## src/rtl/seq_det_pkg.sv

```systemverilog
`default_nettype none
// ============================================================================
// Module   : seq_det_pkg
// Brief    : Shared mode constants and sizing helper for seq_detector_gen.
// Revision : 1.0
// ============================================================================
package seq_det_pkg;

    localparam bit SD_MEALY      = 1'b0;
    localparam bit SD_MOORE      = 1'b1;
    localparam bit SD_NO_OVERLAP = 1'b0;
    localparam bit SD_OVERLAP    = 1'b1;

    // Width of a counter that must hold the values 0..l inclusive.
    function automatic int fill_w(input int l);
        return $clog2(l + 1);
    endfunction

endpackage
`default_nettype wire

```

## src/rtl/sat_counter.sv

```systemverilog
`default_nettype none
// ============================================================================
// Module   : sat_counter
// Brief    : Saturating up-counter; clear takes priority over increment.
// Revision : 1.0
// ============================================================================
module sat_counter #(
    parameter int W = 8
) (
    input  logic         clk,
    input  logic         reset,
    input  logic         inc,
    input  logic         clr,
    output logic [W-1:0] q
);

    logic [W-1:0] r_q;

    always_ff @(posedge clk) begin
        if (!reset) begin
            r_q <= '0;
        end else if (clr) begin
            r_q <= '0;
        end else if (inc && (r_q != {W{1'b1}})) begin
            r_q <= r_q + W'(1);
        end
    end

    assign q = r_q;

endmodule
`default_nettype wire

```

## src/rtl/seq_detector_gen.sv

```systemverilog
`default_nettype none
// ============================================================================
// Module   : seq_detector_gen
// Brief    : Parametrised serial pattern detector, Moore/Mealy, overlap option.
// Revision : 1.0
// ============================================================================
module seq_detector_gen
    import seq_det_pkg::*;
#(
    parameter int                 PAT_LEN = 4,
    parameter logic [PAT_LEN-1:0] PATTERN = 4'b1011,
    parameter bit                 MOORE   = 1'b1,
    parameter bit                 OVERLAP = 1'b1,
    parameter int                 CNT_W   = 8
) (
    input  logic               clk,
    input  logic               reset,
    input  logic               din,
    input  logic               din_valid,
    input  logic [PAT_LEN-1:0] pat_in,
    input  logic               pat_load,
    input  logic               cnt_clear,
    output logic               dout,
    output logic [CNT_W-1:0]   match_cnt
);

    localparam int                FILL_W     = fill_w(PAT_LEN);
    localparam logic [FILL_W-1:0] c_fill_max = FILL_W'(PAT_LEN);
    localparam logic [FILL_W-1:0] c_fill_thr = FILL_W'(PAT_LEN - 1);

    // The oldest history bit is shifted out by the window, so only L-1 are kept.
    logic [PAT_LEN-2:0] r_hist;
    logic [FILL_W-1:0]  r_fill;
    logic [PAT_LEN-1:0] r_pat;
    logic               r_dout;

    logic [PAT_LEN-1:0] w_win;
    logic               w_hit;

    assign w_win = {r_hist, din};
    assign w_hit = din_valid & ~pat_load & (r_fill >= c_fill_thr) & (w_win == r_pat);

    always_ff @(posedge clk) begin
        if (!reset) begin
            r_hist <= '0;
            r_fill <= '0;
            r_pat  <= PATTERN;
            r_dout <= 1'b0;
        end else if (pat_load) begin
            r_pat  <= pat_in;
            r_fill <= '0;
            r_dout <= 1'b0;
        end else begin
            r_dout <= w_hit;
            if (din_valid) begin
                r_hist <= w_win[PAT_LEN-2:0];
                if (w_hit && (OVERLAP == SD_NO_OVERLAP)) begin
                    r_fill <= '0;
                end else if (r_fill != c_fill_max) begin
                    r_fill <= r_fill + FILL_W'(1);
                end
            end
        end
    end

    // Gated by reset so the pulse reads low while reset is held in either mode.
    assign dout = reset & ((MOORE == SD_MOORE) ? r_dout : w_hit);

    sat_counter #(
        .W (CNT_W)
    ) u_match_cnt (
        .clk   (clk),
        .reset (reset),
        .inc   (w_hit),
        .clr   (cnt_clear),
        .q     (match_cnt)
    );

endmodule
`default_nettype wire
```

## config.mk

```make
export PLATFORM = sky130hd
export DESIGN_NAME = seq_detector_gen
export DESIGN_NICKNAME = d
export VERILOG_FILES = /design/src/rtl/seq_det_pkg.sv /design/src/rtl/sat_counter.sv /design/src/rtl/seq_detector_gen.sv
export SDC_FILE = /design/constraint.sdc
export NUM_CORES = 1
export LEC_CHECK = 0
export BUFFER_PORTS_ARGS = -buffer_cell sky130_fd_sc_hd__buf_2
export CORE_MARGIN = 3
export CORE_UTILIZATION = 46
export CTS_CLUSTER_SIZE = 24
export DETAILED_ROUTE_END_ITERATION = 6
export GPL_TIMING_DRIVEN = 0
export PLACE_DENSITY_LB_ADDON = 0.1
export SLEW_MARGIN = 20
export SYNTH_ARGS = -nofsm -noshare
export SYNTH_HDL_FRONTEND = slang
export SYNTH_SLANG_ARGS = --single-unit
```

## constraint.sdc

```tcl
create_clock -name clk -period 1.9 [get_ports clk]
set_clock_uncertainty 0.05 [all_clocks]
set_input_delay 0.285 -clock clk [delete_from_list [all_inputs] [get_ports clk]]
set_output_delay 0.285 -clock clk [all_outputs]
set_load 0.005 [all_outputs]
```

==> impl.org, run 1 <==
** Run status
- Outcome :: completed

** Clocking
- Clock network latency to the later pin of the worst-skew pair :: 0.31 ns
- After clock tree synthesis, the clock-pin slew on the worst setup and hold paths is 0.11 ns.
- Buffer depth of the longest clock path :: 2
- TritonCTS created 3 clock buffers.
- CTS built an H-tree with a depth of 1.
- CTS saw 19 sinks.
- Clock tree synthesis selected as its root buffer the cell sky130_fd_sc_hd__clkbuf_4.
- CTS tree :: yes
- After clock tree synthesis, the flow added hold-fix buffers numbering 0.

** Route
- After detailed routing, the number of remaining DRC violations is 0.
- The pre-antenna-repair detailed-routing pass consisted of 4 iterations.
- Wires add up to 1990 um.
- The count of nets left with antenna violations once routing finished came out at 0.
- For this block, the initial DRC count from the detailed router was 23.
- Number of vias per cell after detailed routing :: 5.45
- Detail-routed net length per standard cell :: 13.0 um
- Vias post-DR :: 834

** Setup path
- Series of cell instances along the critical path :: ha_1, ha_1, a211o_1, nand4_4, or4_1, a21oi_1
- Capturing point of the worst reg2reg path :: u_match_cnt.q[4]
- Slowest stage cell, crit path :: sky130_fd_sc_hd__or4_1
- Critical Path Source Type :: register
- The number of cells on the worst reg-to-reg path is 6.
- Classification of the worst setup path :: register to register
- In this run the worst setup path begins at r_fill[0].
- The worst register-to-register path begins at r_fill[0].
- Data arrival time of the critical path :: 2.02 ns
- CP Capture Point :: u_match_cnt.q[4]
- Most frequent cell on the critical path :: sky130_fd_sc_hd__ha_1
- In this run the register-to-register setup slack is 0.08 ns.
- On the worst path, the slowest cell contributes a delay of 0.55 ns.
- Data required time of the worst path :: 2.10 ns
- Sort of element at the end of the critical path :: register
- Peak fanout along the critical path :: 9

** Job
- The tool flagged a number of max-cap violations equal to 0.

** Finish
- Net count, final :: 141
- The repair_antennas step left the layout with diodes totalling 0.
- Counting the fill cells in the layout gives 200.
- Of the cells placed in the final design, the portion with a size suffix greater than 1 is 0.230.
- From synthesis to final layout, the design area changed by 15.8%.
- Number of standard cells in the layout, taps in and fillers out :: 153
- Design Area, Final :: 1150 um^2

** Logic synthesis
- The share of synthesized area in the top cell type comes to 0.382.
- Fraction of the mapped netlist area in adder cells :: 0.0503
- Most common flop cell mapped by yosys :: sky130_fd_sc_hd__dfxtp_1
- Largest family of logic cells by synthesized area :: simple AND/OR/NAND/NOR gates
- Yosys reg bits :: 19
- In the post-synthesis netlist, the biggest area contributors are sky130_fd_sc_hd__dfxtp_1, sky130_fd_sc_hd__mux2i_1, sky130_fd_sc_hd__ha_1.
- The netlist uses 34 different library cells.
- Dividing the synthesized area by the synthesized cell count gives 9.58 um^2.
- Number of warnings reported in the yosys synthesis log :: 0
- Xor/xnor share of the synthesized area :: 0.0590
- Biggest area consumer among synthesized cells :: sky130_fd_sc_hd__dfxtp_1
- Mux contribution to synthesized area :: 0.0905
- The share of the synthesized area in compound gates (AO/OA/AOI/OAI) is 0.126.
- Count of flip-flops with a built-in enable after synthesis :: 0
- For this run, the register share of the synthesized area comes to 0.382.
- Gate count of the mapped netlist :: 104
- In the synthesized netlist the async set-or-reset flop fraction comes to 0.
- Area fraction in and, or, nand and nor cells after synthesis :: 0.247
- Net count after synthesis :: 118
- Post-synthesis instance area :: 996 um^2

** Timing
- Total negative slack for setup checks :: 0 ns
- Count of pins over their slew limit :: 0
- Transition time at the pin with the least slew margin :: 0.386 ns
- Counting I/O delays and the setup requirement, the final critical path takes 1.82 ns.
- Max transition margin :: 0.740
- Worst hold slack :: 0.136 ns
- The final count of hold timing violations is 0.
- Ratio of final minimum period to clock period :: 0.960
- For this run, the top clock speed supported by timing is 0.548 GHz.
- Setup violations remaining at the end of the flow were counted as 0.

** Global route
- After global routing the overflow that remains totals 0.
- For this run, the total global-route usage over all layers was measured as 0.171.
- The via count of the first global-routing pass is 772.
- Wire length of the first global-routing pass :: 3370 um
- Maximum number of pins on one net before global-route repair :: 12
- The number of antenna violations at the first check in global routing was 0.

** Placement
- Placed Instance Area :: 1110 um^2
- Port buffer count :: 17
- Counting tap cells, the placed design contains a total of 148 instances.
- Weighted congestion reported at the end of routability-driven placement :: 0.769

** Floorplan
- Width of the die :: 52.5 um
- Top-Level Pins :: 19
- For this configuration, the core starts out at a cell density of 0.497.
- Vertical extent of the die :: 52.5 um
- Full die area :: 2760 um^2
- The total area inside the core boundary comes to 2000 um^2.
- Placement Rows :: 16

** Power and ir drop
- Part of the total power dissipated in sequential elements :: 0.585
- Clock group share of total power :: 0.307
- Internal Power :: 522 uW
- Share of total power in combinational logic :: 0.108
- IR drop worst, VDD :: 0.476 mV
- Total power divided by cell area :: 613 nW/um^2
- For this design the static power due to leakage is 0.472 nW.
- Of the total power, the share spent switching nets is 0.262.
- Switching pwr :: 186 uW

** Worst hold path
- The min-delay analysis places its worst path in the category input pin to register.
-- sequential cells by signal, indices dropped and copies added (netlist names) --
name / flops
r_fill: 3
r_pat: 4
r_dout: 1
u_match_cnt.q: 8
r_hist: 3
-- critical path: cells and delay by family, from the launching register on --
kind	cells	cell delay, ns
compound gates	2	0.33
simple gates	2	0.71
flops	1	0.37
fa+ha+maj	2	0.29
-- timing repair --
item	CTS	global route
resized for setup	0	3
buffers inserted	0	0
setup endpoints to repair	0	6
-- worst min-delay path by stage --
stage                     startpoint          endpoint  slack (ns)  cells after the start
floorplan                  pat_in[0]          r_pat[0]        0.36                      2
global placement            r_pat[1]          r_pat[1]        0.43                      2
detailed placement  u_match_cnt.q[6]  u_match_cnt.q[6]        0.44                      1
CTS                        pat_in[1]          r_pat[1]        0.13                      3
global route               pat_in[1]          r_pat[1]        0.13                      3
finish                     pat_in[1]          r_pat[1]        0.14                      3
-- area by class of cell --
type	count	area (um^2)	area share
Tap cell	27	33.8	0.0293
Inverter	5	18.8	0.0163
Timing Repair Buffer	17	85.1	0.0738
Clock inverter	1	5.00	0.00434
Multi-Input combinational cell	78	581	0.503
Sequential cell	19	382	0.331
Buffer	3	26.3	0.0228
Clock buffer	3	22.5	0.0195
-- power by group through the flow --
stage	Clock, mW	Sequential [mW]	Combinational (mW)
floorplan	0	0.421	0.0545
global placement	0	0.422	0.0717
detailed placement	0	0.423	0.0732
CTS	0.226	0.414	0.0742
global route	0.242	0.415	0.0862
finish	0.217	0.414	0.0767
-- cells in the final DEF (no fill, tap or decap), types with 3 or more instances in the layout --
cell / count
sky130_fd_sc_hd__a21oi_1: 6
sky130_fd_sc_hd__buf_2: 17
sky130_fd_sc_hd__clkbuf_4: 3
sky130_fd_sc_hd__dfxtp_1: 18
sky130_fd_sc_hd__ha_1: 4
sky130_fd_sc_hd__inv_1: 5
sky130_fd_sc_hd__mux2i_1: 9
sky130_fd_sc_hd__nand2_1: 7
sky130_fd_sc_hd__nand2b_1: 5
sky130_fd_sc_hd__nand3_1: 6
sky130_fd_sc_hd__nor2_1: 5
sky130_fd_sc_hd__nor2b_1: 5
sky130_fd_sc_hd__o21ai_0: 3
sky130_fd_sc_hd__xnor2_1: 3
-- cells in the mapped netlist (all sizes together), types with 2 or more instances --
| library cell | number |
|---|---|
| and2 | 2 |
| dfxtp | 19 |
| nor2b | 6 |
| a21oi | 6 |
| xnor2 | 5 |
| ha | 4 |
| o31ai | 2 |
| nand4 | 2 |
| nand2b | 5 |
| nand2 | 7 |
| mux2i | 9 |
| buf | 2 |
| o21ai | 3 |
| nand3 | 6 |
| or4 | 2 |
| nor2 | 5 |
| inv | 5 |
-- through the flow --
| step | utilization | total power, mW | setup WS [ns] |
|---|---|---|---|
| after floorplan | - | 0.476 | 0.209 |
| after global placement | 0.557 | 0.494 | 0.119 |
| after detailed placement | 0.557 | 0.496 | 0.110 |
| after CTS | 0.571 | 0.714 | 0.0604 |
| after global routing | 0.576 | 0.744 | -0.0167 |
| final | 0.576 | 0.708 | 0.0765 |
-- metal layers --
layer / share of wire / global-route usage / vias to the layer above
met5: 0 / 0 / -
met3: 0.066 / 0.0370 / 5
met1: 0.45 / 0.214 / 383
met4: 0.026 / 0.111 / 0
met2: 0.46 / 0.262 / 25
li1: - / - / 421
-- cell families after synthesis --
| family | Yosys count |
|---|---|
| multiplexers | 9 |
| buffers and inverters | 8 |
| AND/OR/NAND/NOR | 40 |
| XOR/XNOR | 5 |
| AO/OA/AOI/OAI | 19 |
| flip-flops | 19 |
| adder cells (fa/ha/maj) | 4 |
Power figures use the tool's default switching activity.
==> run 2, diff against run 1 <==
- ABC_AREA: not set -> 1
==> run 2 against run 1 <==
  * Register-to-register slack better by 0.24 ns
  * Highest routed layer unchanged
  * Final cell count up 27%
  * Clock power down 4%
  * Sequential power up 1%
  * Core utilization up 0.57 points
  * Sequential share of layout area down 1.4 points
==> impl.org, run 2 <==
** Finish
- The library cell used most frequently in the layout, excluding fill and tap cells, is sky130_fd_sc_hd__nand2_1.
- Fill cell count :: 216
- The number of antenna diodes in the final layout is 0.
- Syn-to-layout area delta :: 14.3%
- Commonest cells after routing, fill and taps aside :: sky130_fd_sc_hd__nand2_1, sky130_fd_sc_hd__inv_1, sky130_fd_sc_hd__dfxtp_1, sky130_fd_sc_hd__buf_2, sky130_fd_sc_hd__a21oi_1
- Summing all multi-input logic gate instances after layout gives 579 um^2.
- Net count, final :: 182
- The register with the most flip-flops in the layout has 8 of them.
- Of the cells placed in the final design, the portion with a size suffix greater than 1 is 0.204.
- In the final layout, flip-flops and latches occupy 380 um^2.
- Design Area, Final :: 1200 um^2

** Global route
- Wire length of the first global-routing pass :: 3510 um
- Summed over all layers, the global routing overflow is 0.
- Entering global routing, the biggest net connects 11 pins.
- Antenna violations before repair :: 0
- The via count of the first global-routing pass came to 838.
- Across every metal layer, demand over resource in global routing totals 0.165.

** Timing
- RSZ-0062 raised after global routing :: false
- In this run the tightest slew margin relative to its limit is 0.725.
- Final Hold Violating Endpoints :: 0
- Total negative slack for setup checks :: 0 ns
- Count of pins over their slew limit :: 0
- Of the available clock period, the critical path in the final layout requires 0.832.
- Final count of negative-setup-slack endpoints :: 0
- Transition time at the pin with the least slew margin :: 0.413 ns
- Clock period minus final worst setup slack :: 1.58 ns
- Achievable Freq :: 0.633 GHz

** Floorplan
- In this run the core area contains 16 standard-cell rows.
- For this configuration, the core starts out at a cell density of 0.509.
- From bottom edge to top edge, the die measures 53.8 um.
- Full die area :: 2890 um^2
- From left edge to right edge, the die measures 53.8 um.
- 19 I/O pins were placed.
- The region available for standard cell placement spans 2060 um^2.

** Logic synthesis
- Post-synthesis instance area :: 1050 um^2
- For this run, the register share of the synthesized area comes to 0.362.
- Number of warnings reported in the yosys synthesis log :: 0
- Async S/R FF share, synth :: 0
- Cell types with the largest area share after synthesis :: sky130_fd_sc_hd__dfxtp_1, sky130_fd_sc_hd__nand2_1, sky130_fd_sc_hd__a21oi_1
- Synth cell types :: 23
- Most common flop cell mapped by yosys :: sky130_fd_sc_hd__dfxtp_1
- Biggest area consumer among synthesized cells :: sky130_fd_sc_hd__dfxtp_1
- A synthesized cell averages 7.24 um^2.
- Sorting the synthesized cells by how often they occur yields sky130_fd_sc_hd__nand2_1, sky130_fd_sc_hd__inv_1, sky130_fd_sc_hd__dfxtp_1, sky130_fd_sc_hd__a21oi_1, sky130_fd_sc_hd__nor2_1.
- Net count after synthesis :: 159
- Synthesis inferred 19 register bits.
- The most common cell in the synthesized netlist is sky130_fd_sc_hd__nand2_1.
- Yosys mapped a number of flops with a built-in enable equal to 0.
- Of the post-synthesis cell area, the dominant cell type holds 0.362.
- Gate count of the mapped netlist :: 145

** Power and ir drop
- The design draws 713 uW.
- Clock group share of total power :: 0.293
- Leakage power of the design :: 0.574 nW
- Cell internal power was estimated by the tool at 523 uW.
- For this design the ratio of total power to cell area is 594 nW/um^2.
- IR analysis of the VDD net gives a maximum drop of 0.547 mV.
- Switching pwr :: 190 uW
- Sw Ratio :: 0.267
- The share of total power dissipated in combinational logic is 0.117.
- Part of the total power dissipated in sequential elements :: 0.589

** Route
- Number of design-rule violations left by the first detailed-router iteration :: 6
- The routed design has 2080 um of wire.
- # DRC :: 0
- Number of vias per cell after detailed routing :: 4.88
- The routed layout has 946 vias.
- Dividing the detail-routed wire length by the instance count gives 10.7 um.
- 1st-pass router iterations :: 3
- Number of nets with antenna violations after detailed routing :: 0

** Setup path
- CP Capture Point :: u_match_cnt.q[0]
- The worst register-to-register path has a depth of 9.
- Peak fanout along the critical path :: 9
- Sort of element at the end of the critical path :: register
- The critical path in this run is classified as register to register.
- Critical path launch point :: r_fill[0]
- The worst register-to-register path ends at u_match_cnt.q[0].
- Reg-to-reg critical path startpoint :: r_fill[0]
- Setup slack, reg-to-reg :: 0.32 ns
- Critical Path Source Type :: register
- Data required time of the worst path :: 2.06 ns
- Data arrives at the worst endpoint at 1.74 ns.

** Placement
- Routability-driven placement finished with a final weighted congestion of 0.736.
- Sum of net half-perimeters after detailed placement :: 1610 um
- Input and output buffers added on the ports amount to 18.
- Placed Instance Area :: 1170 um^2

** Clocking
- The number of hold buffers added after CTS was 0.
- PostCTS Resize Cnt :: 0
- At the later pin of the worst-skew pair, clock insertion delay measures 0.30 ns.
- Number of clock buffers inserted by TritonCTS :: 3
- Counting every sink on the clock net gives 19.
- Clock-pin slew on the worst setup and hold paths :: 0.11 ns
- CTS built an H-tree with a depth of 1.
- Clock Root Buffer :: sky130_fd_sc_hd__clkbuf_4
- CTS tree :: yes
- Number of setup buffers added after CTS :: 0
- The longest clock path from root to sink contains 2 buffers.

** Run status
- Outcome :: completed

** Job
- The tool flagged a number of max-cap violations equal to 0.

** Worst hold path
- Worst min-delay path category :: input pin to register
- Number of instances on the worst hold path :: 3
run 2: changes by cell type after synthesis, moves of 3 or more:
cell,change
sky130_fd_sc_hd__nor2b_1,-5
sky130_fd_sc_hd__o21ai_1,+3
sky130_fd_sc_hd__nor2_4,+4
sky130_fd_sc_hd__nand4_1,+3
sky130_fd_sc_hd__nand2b_1,-5
sky130_fd_sc_hd__inv_1,+15
sky130_fd_sc_hd__a21oi_1,+9
sky130_fd_sc_hd__nor2_1,+9
sky130_fd_sc_hd__mux2i_1,-9
sky130_fd_sc_hd__nand2_1,+22
sky130_fd_sc_hd__o21ai_0,+7
sky130_fd_sc_hd__xnor2_1,-3
sky130_fd_sc_hd__nand2_2,+3
run 2: how the worst min path moves through the flow:
stage / from / end / slack [ns]
6_report: pat_in[0] / r_pat[0] / 0.14
5_1_grt: pat_in[2] / r_pat[2] / 0.16
4_1_cts: pat_in[0] / r_pat[0] / 0.14
3_5_place_dp: r_hist[0] / r_hist[1] / 0.42
3_3_place_gp: r_hist[0] / r_hist[1] / 0.42
2_1_floorplan: pat_in[0] / r_pat[0] / 0.36
run 2: critical path, cell delays in order, from the launching register on:
cell and delay (ns):
sky130_fd_sc_hd__dfxtp_1 0.41, sky130_fd_sc_hd__ha_1 0.17, sky130_fd_sc_hd__ha_1 0.14, sky130_fd_sc_hd__nor2_1 0.04
sky130_fd_sc_hd__nand2_1 0.13, sky130_fd_sc_hd__nand3_4 0.08, sky130_fd_sc_hd__nor2_4 0.14, sky130_fd_sc_hd__nand3_4 0.14
sky130_fd_sc_hd__o21ai_1 0.14, sky130_fd_sc_hd__nor2_1 0.05
run 2: kinds of logic after synthesis:
family	count (synthesis)	synth area share
AO/OA/AOI/OAI	29	0.141
flip-flops	19	0.362
buffers and inverters	24	0.0858
AND/OR/NAND/NOR	67	0.347
XOR/XNOR	2	0.0167
adder cells (fa/ha/maj)	4	0.0477
run 2: power by group through the flow:
stage	clock [mW]	combinational (mW)	sequential (mW)
2_1_floorplan	0	0.0601	0.427
3_3_place_gp	0	0.0816	0.429
3_5_place_dp	0	0.0839	0.429
4_1_cts	0.216	0.0844	0.420
5_1_grt	0.232	0.0963	0.423
6_report	0.209	0.0836	0.420
run 2: layout make-up:
cell class / instances / share of cell area
sequential: 19 / 0.317
inverter: 23 / 0.0719
tap: 27 / 0.0282
clock buffer: 4 / 0.0219
multi-input combinational: 102 / 0.483
buffer: 1 / 0.00313
timing repair buffer: 18 / 0.0751
run 2: per-layer routing:
layer | part of all wire | track usage
met5 | 0 | 0
met4 | 0.012 | 0.0511
met3 | 0.027 | 0.0332
met2 | 0.45 | 0.254
met1 | 0.51 | 0.228
run 2: stage by stage:
| stage | hold WS, ns | setup WS (ns) | instances | utilization |
|---|---|---|---|---|
| after floorplan | 0.357 | 0.479 | 145 | - |
| after global placement | 0.420 | 0.338 | 190 | 0.569 |
| after detailed placement | 0.424 | 0.308 | 190 | 0.569 |
| after CTS | 0.141 | 0.293 | 194 | 0.582 |
| after global routing | 0.160 | 0.169 | 194 | 0.582 |
| final | 0.144 | 0.319 | 194 | 0.582 |
==> run 3, diff against run 2 <==
- ABC_AREA: 1 -> 0
- clock period: 1.9 -> 1.5 ns (I/O delays scaled with it)
==> run 3 against run 2 <==
  * The run now ends with setup timing left
  * Count of clock-buffer cells in the layout unchanged
  * Combinational power increased by 58%
  * Via count decreased by 7.7%
  * Final cell count decreased by 17%
  * Critical path depth decreased by 3
  * First-iteration DRC count decreased by 17%
==> impl.org, run 3 (synthesized netlist as in run 1, its figures left out) <==
** Run status
- The run finished, with violations left.
- The final reports fail on setup timing.

** Timing
- The final count of hold timing violations came to 0.
- Clock period minus final worst setup slack :: 1.62 ns
- Max transition margin :: 0.688
- Setup violations remaining at the end of the flow were counted as 6.
- Ratio of final minimum period to clock period :: 1.08
- Transition time at the pin with the least slew margin :: 0.468 ns
- Achievable Freq :: 0.617 GHz
- In the post-route analysis, the smallest setup slack over all paths is -0.122 ns.
- Count of pins over their slew limit :: 0
- RSZ-0062 raised after global routing :: true

** Route
- # DRC :: 0
- Summed over all layers, the routed wires come to 2220 um.
- Detailed routing placed a total of 1130 um of wire on met2.
- Wire length on met3 :: 94 um
- Number of design-rule violations left by the first detailed-router iteration :: 5
- For this block, wires on met1 add up to 975 um.
- In this run the remaining antenna-violating nets after routing total 0.
- After detailed routing, the average wire length per cell comes to 13.8 um.
- In the routed layout, each cell is associated on average with a via count of 5.42.
- The detailed router used layers up to and including met4.
- Summing over every cut layer, the via total after detailed routing is 873.
- The first detailed-routing pass took 4 iterations.

** Placement
- Port buffer count :: 17
- Weighted congestion reported at the end of routability-driven placement :: 0.721
- Post-Place Cells :: 148
- Sum of net half-perimeters after detailed placement :: 1450 um

** Global route
- Antenna violations before repair :: 0
- Tot GR Track Use :: 0.193
- Number of global-route vias before repair :: 868
- Wire length of the first global-routing pass :: 3860 um
- Entering global routing, the biggest net connects 11 pins.
- Leftover overflow at the end of global routing :: 0

** Power and ir drop
- Switching pwr :: 227 uW
- Sw Ratio :: 0.250
- Clock group share of total power :: 0.277
- Part of the total power dissipated in sequential elements :: 0.578
- Leakage power of the design :: 0.553 nW
- Internal Power :: 682 uW
- Overall power consumption after layout is estimated at 909 uW.
- IR drop worst, VDD :: 0.617 mV
- Of the total power, combinational logic draws 0.145.
- Dividing total power by cell area gives a power density of 653 nW/um^2.

** Floorplan
- After floorplanning, the core was sized to cover 2000 um^2.
- From left edge to right edge, the die measures 52.5 um.
- In this run the core area contains 16 standard-cell rows.
- Full die area :: 2760 um^2
- Initial core utilization :: 0.497
- Measured along the y axis, the die boundary spans 52.5 um.
- Top-Level Pins :: 19

** Clocking
- Buffers inserted during clock tree synthesis total 3.
- TritonCTS built the clock tree.
- Clock Root Buffer :: sky130_fd_sc_hd__clkbuf_4
- CTS saw 19 sinks.
- Clock-pin slew was measured on the worst setup and hold paths at 0.10 ns.
- Number of hold-repair buffers added at the cts stage :: 0
- Clock network latency to the later pin of the worst-skew pair :: 0.30 ns
- Level count of the clock H-tree :: 1
- Buffer depth of the longest clock path :: 2

** Finish
- Net count, final :: 149
- Number of standard cells in the layout, taps in and fillers out :: 161
- Share of cells above drive strength 1 :: 0.440
- Registers take 393 um^2.
- Leading cell type in the layout, fill and taps excluded :: sky130_fd_sc_hd__buf_2
- The area growth from synthesis to layout is 39.8%.
- The number of antenna diodes in the final layout is 0.
- The register with the most flip-flops in the layout has 8 of them.
- Fill cell count :: 164
- Commonest cells after routing, fill and taps aside :: sky130_fd_sc_hd__buf_2, sky130_fd_sc_hd__dfxtp_1, sky130_fd_sc_hd__mux2i_1, sky130_fd_sc_hd__dfxtp_2
- Footprint of the multi-input gates :: 742 um^2

** Setup path
- Reg-to-reg critical path startpoint :: r_fill[1]
- Setup slack, reg-to-reg :: -0.12 ns
- By startpoint and endpoint, the worst setup path is classified as register to register.
- Counting cells, the worst reg-to-reg path comes to 6.
- Capturing point of the worst reg2reg path :: u_match_cnt.q[6]
- Peak fanout along the critical path :: 5
- Data required time of the worst path :: 1.68 ns
- STA classifies the critical path endpoint as a register.
- Critical Path Source Type :: register
- At the worst endpoint, the arrival time is 1.80 ns.

** Worst hold path
- The path with the worst hold slack has its endpoint at r_pat[3].
- Along the worst hold path, the cell count comes to 3.
- The worst hold path begins at pat_in[3].
- The path class of the tightest hold or removal check is input pin to register.

** Job
- Max-cap violations :: 0
## run 3: routing by layer
layer / GRT usage / up-vias
met3: 0.0598 / 2
met2: 0.304 / 21
met5: 0 / -
li1: - / 433
met1: 0.253 / 417
met4: 0.0511 / 0
## run 3: worst max path at each step
| stage | start | end | cells after the start |
|---|---|---|---|
| 3_5_place_dp | din | u_match_cnt.q[4] | 5 |
| 6_report | r_fill[1] | u_match_cnt.q[6] | 6 |
| 3_3_place_gp | r_fill[1] | u_match_cnt.q[5] | 6 |
| 5_1_grt | r_pat[0] | u_match_cnt.q[4] | 5 |
| 4_1_cts | r_fill[1] | u_match_cnt.q[6] | 6 |
| 2_1_floorplan | r_fill[0] | u_match_cnt.q[6] | 6 |
## run 3: area by class of cell
type                    count  share of cell area
well taps                  27              0.0243
plain buffers               3              0.0189
inverters                   5              0.0135
multi-input cells          78               0.533
flip-flops and latches     19               0.282
clock buffers               4              0.0189
repair buffers             25               0.110
## run 3: timing repair
action / CTS / global route
resized for setup: 18 / 12
buffers inserted: 6 / 2
pin swaps: 11 / 4
gates cloned: 1 / 0
setup endpoints to repair: 8 / 11
## run 3: per-stage QoR
step	TNS (ns)	hold slack [ns]	setup slack, ns	util	cell area (um^2)
after floorplan	-0.0458	0.303	-0.0336	-	1030
after global placement	-0.632	0.390	-0.109	0.573	1150
after detailed placement	-0.995	0.407	-0.171	0.573	1150
after CTS	-0.425	0.0880	-0.141	0.663	1330
after global routing	-1.06	0.0780	-0.205	0.696	1390
final	-0.393	0.0923	-0.122	0.696	1390
## run 3: power groups by stage
stage	clock network (mW)	logic (mW)	registers [mW]
final	0.252	0.132	0.526
after global routing	0.291	0.143	0.528
after CTS	0.266	0.118	0.526
after detailed placement	0	0.0944	0.536
after global placement	0	0.0913	0.535
after floorplan	0	0.0698	0.534
## run 3: critical path, stage by stage (launching register included)
cell and delay (ns):
sky130_fd_sc_hd__dfxtp_2 0.35, sky130_fd_sc_hd__ha_4 0.16, sky130_fd_sc_hd__ha_4 0.15, sky130_fd_sc_hd__a211o_4 0.29, sky130_fd_sc_hd__and4_4 0.18, sky130_fd_sc_hd__and4b_1 0.18
sky130_fd_sc_hd__a211oi_2 0.19
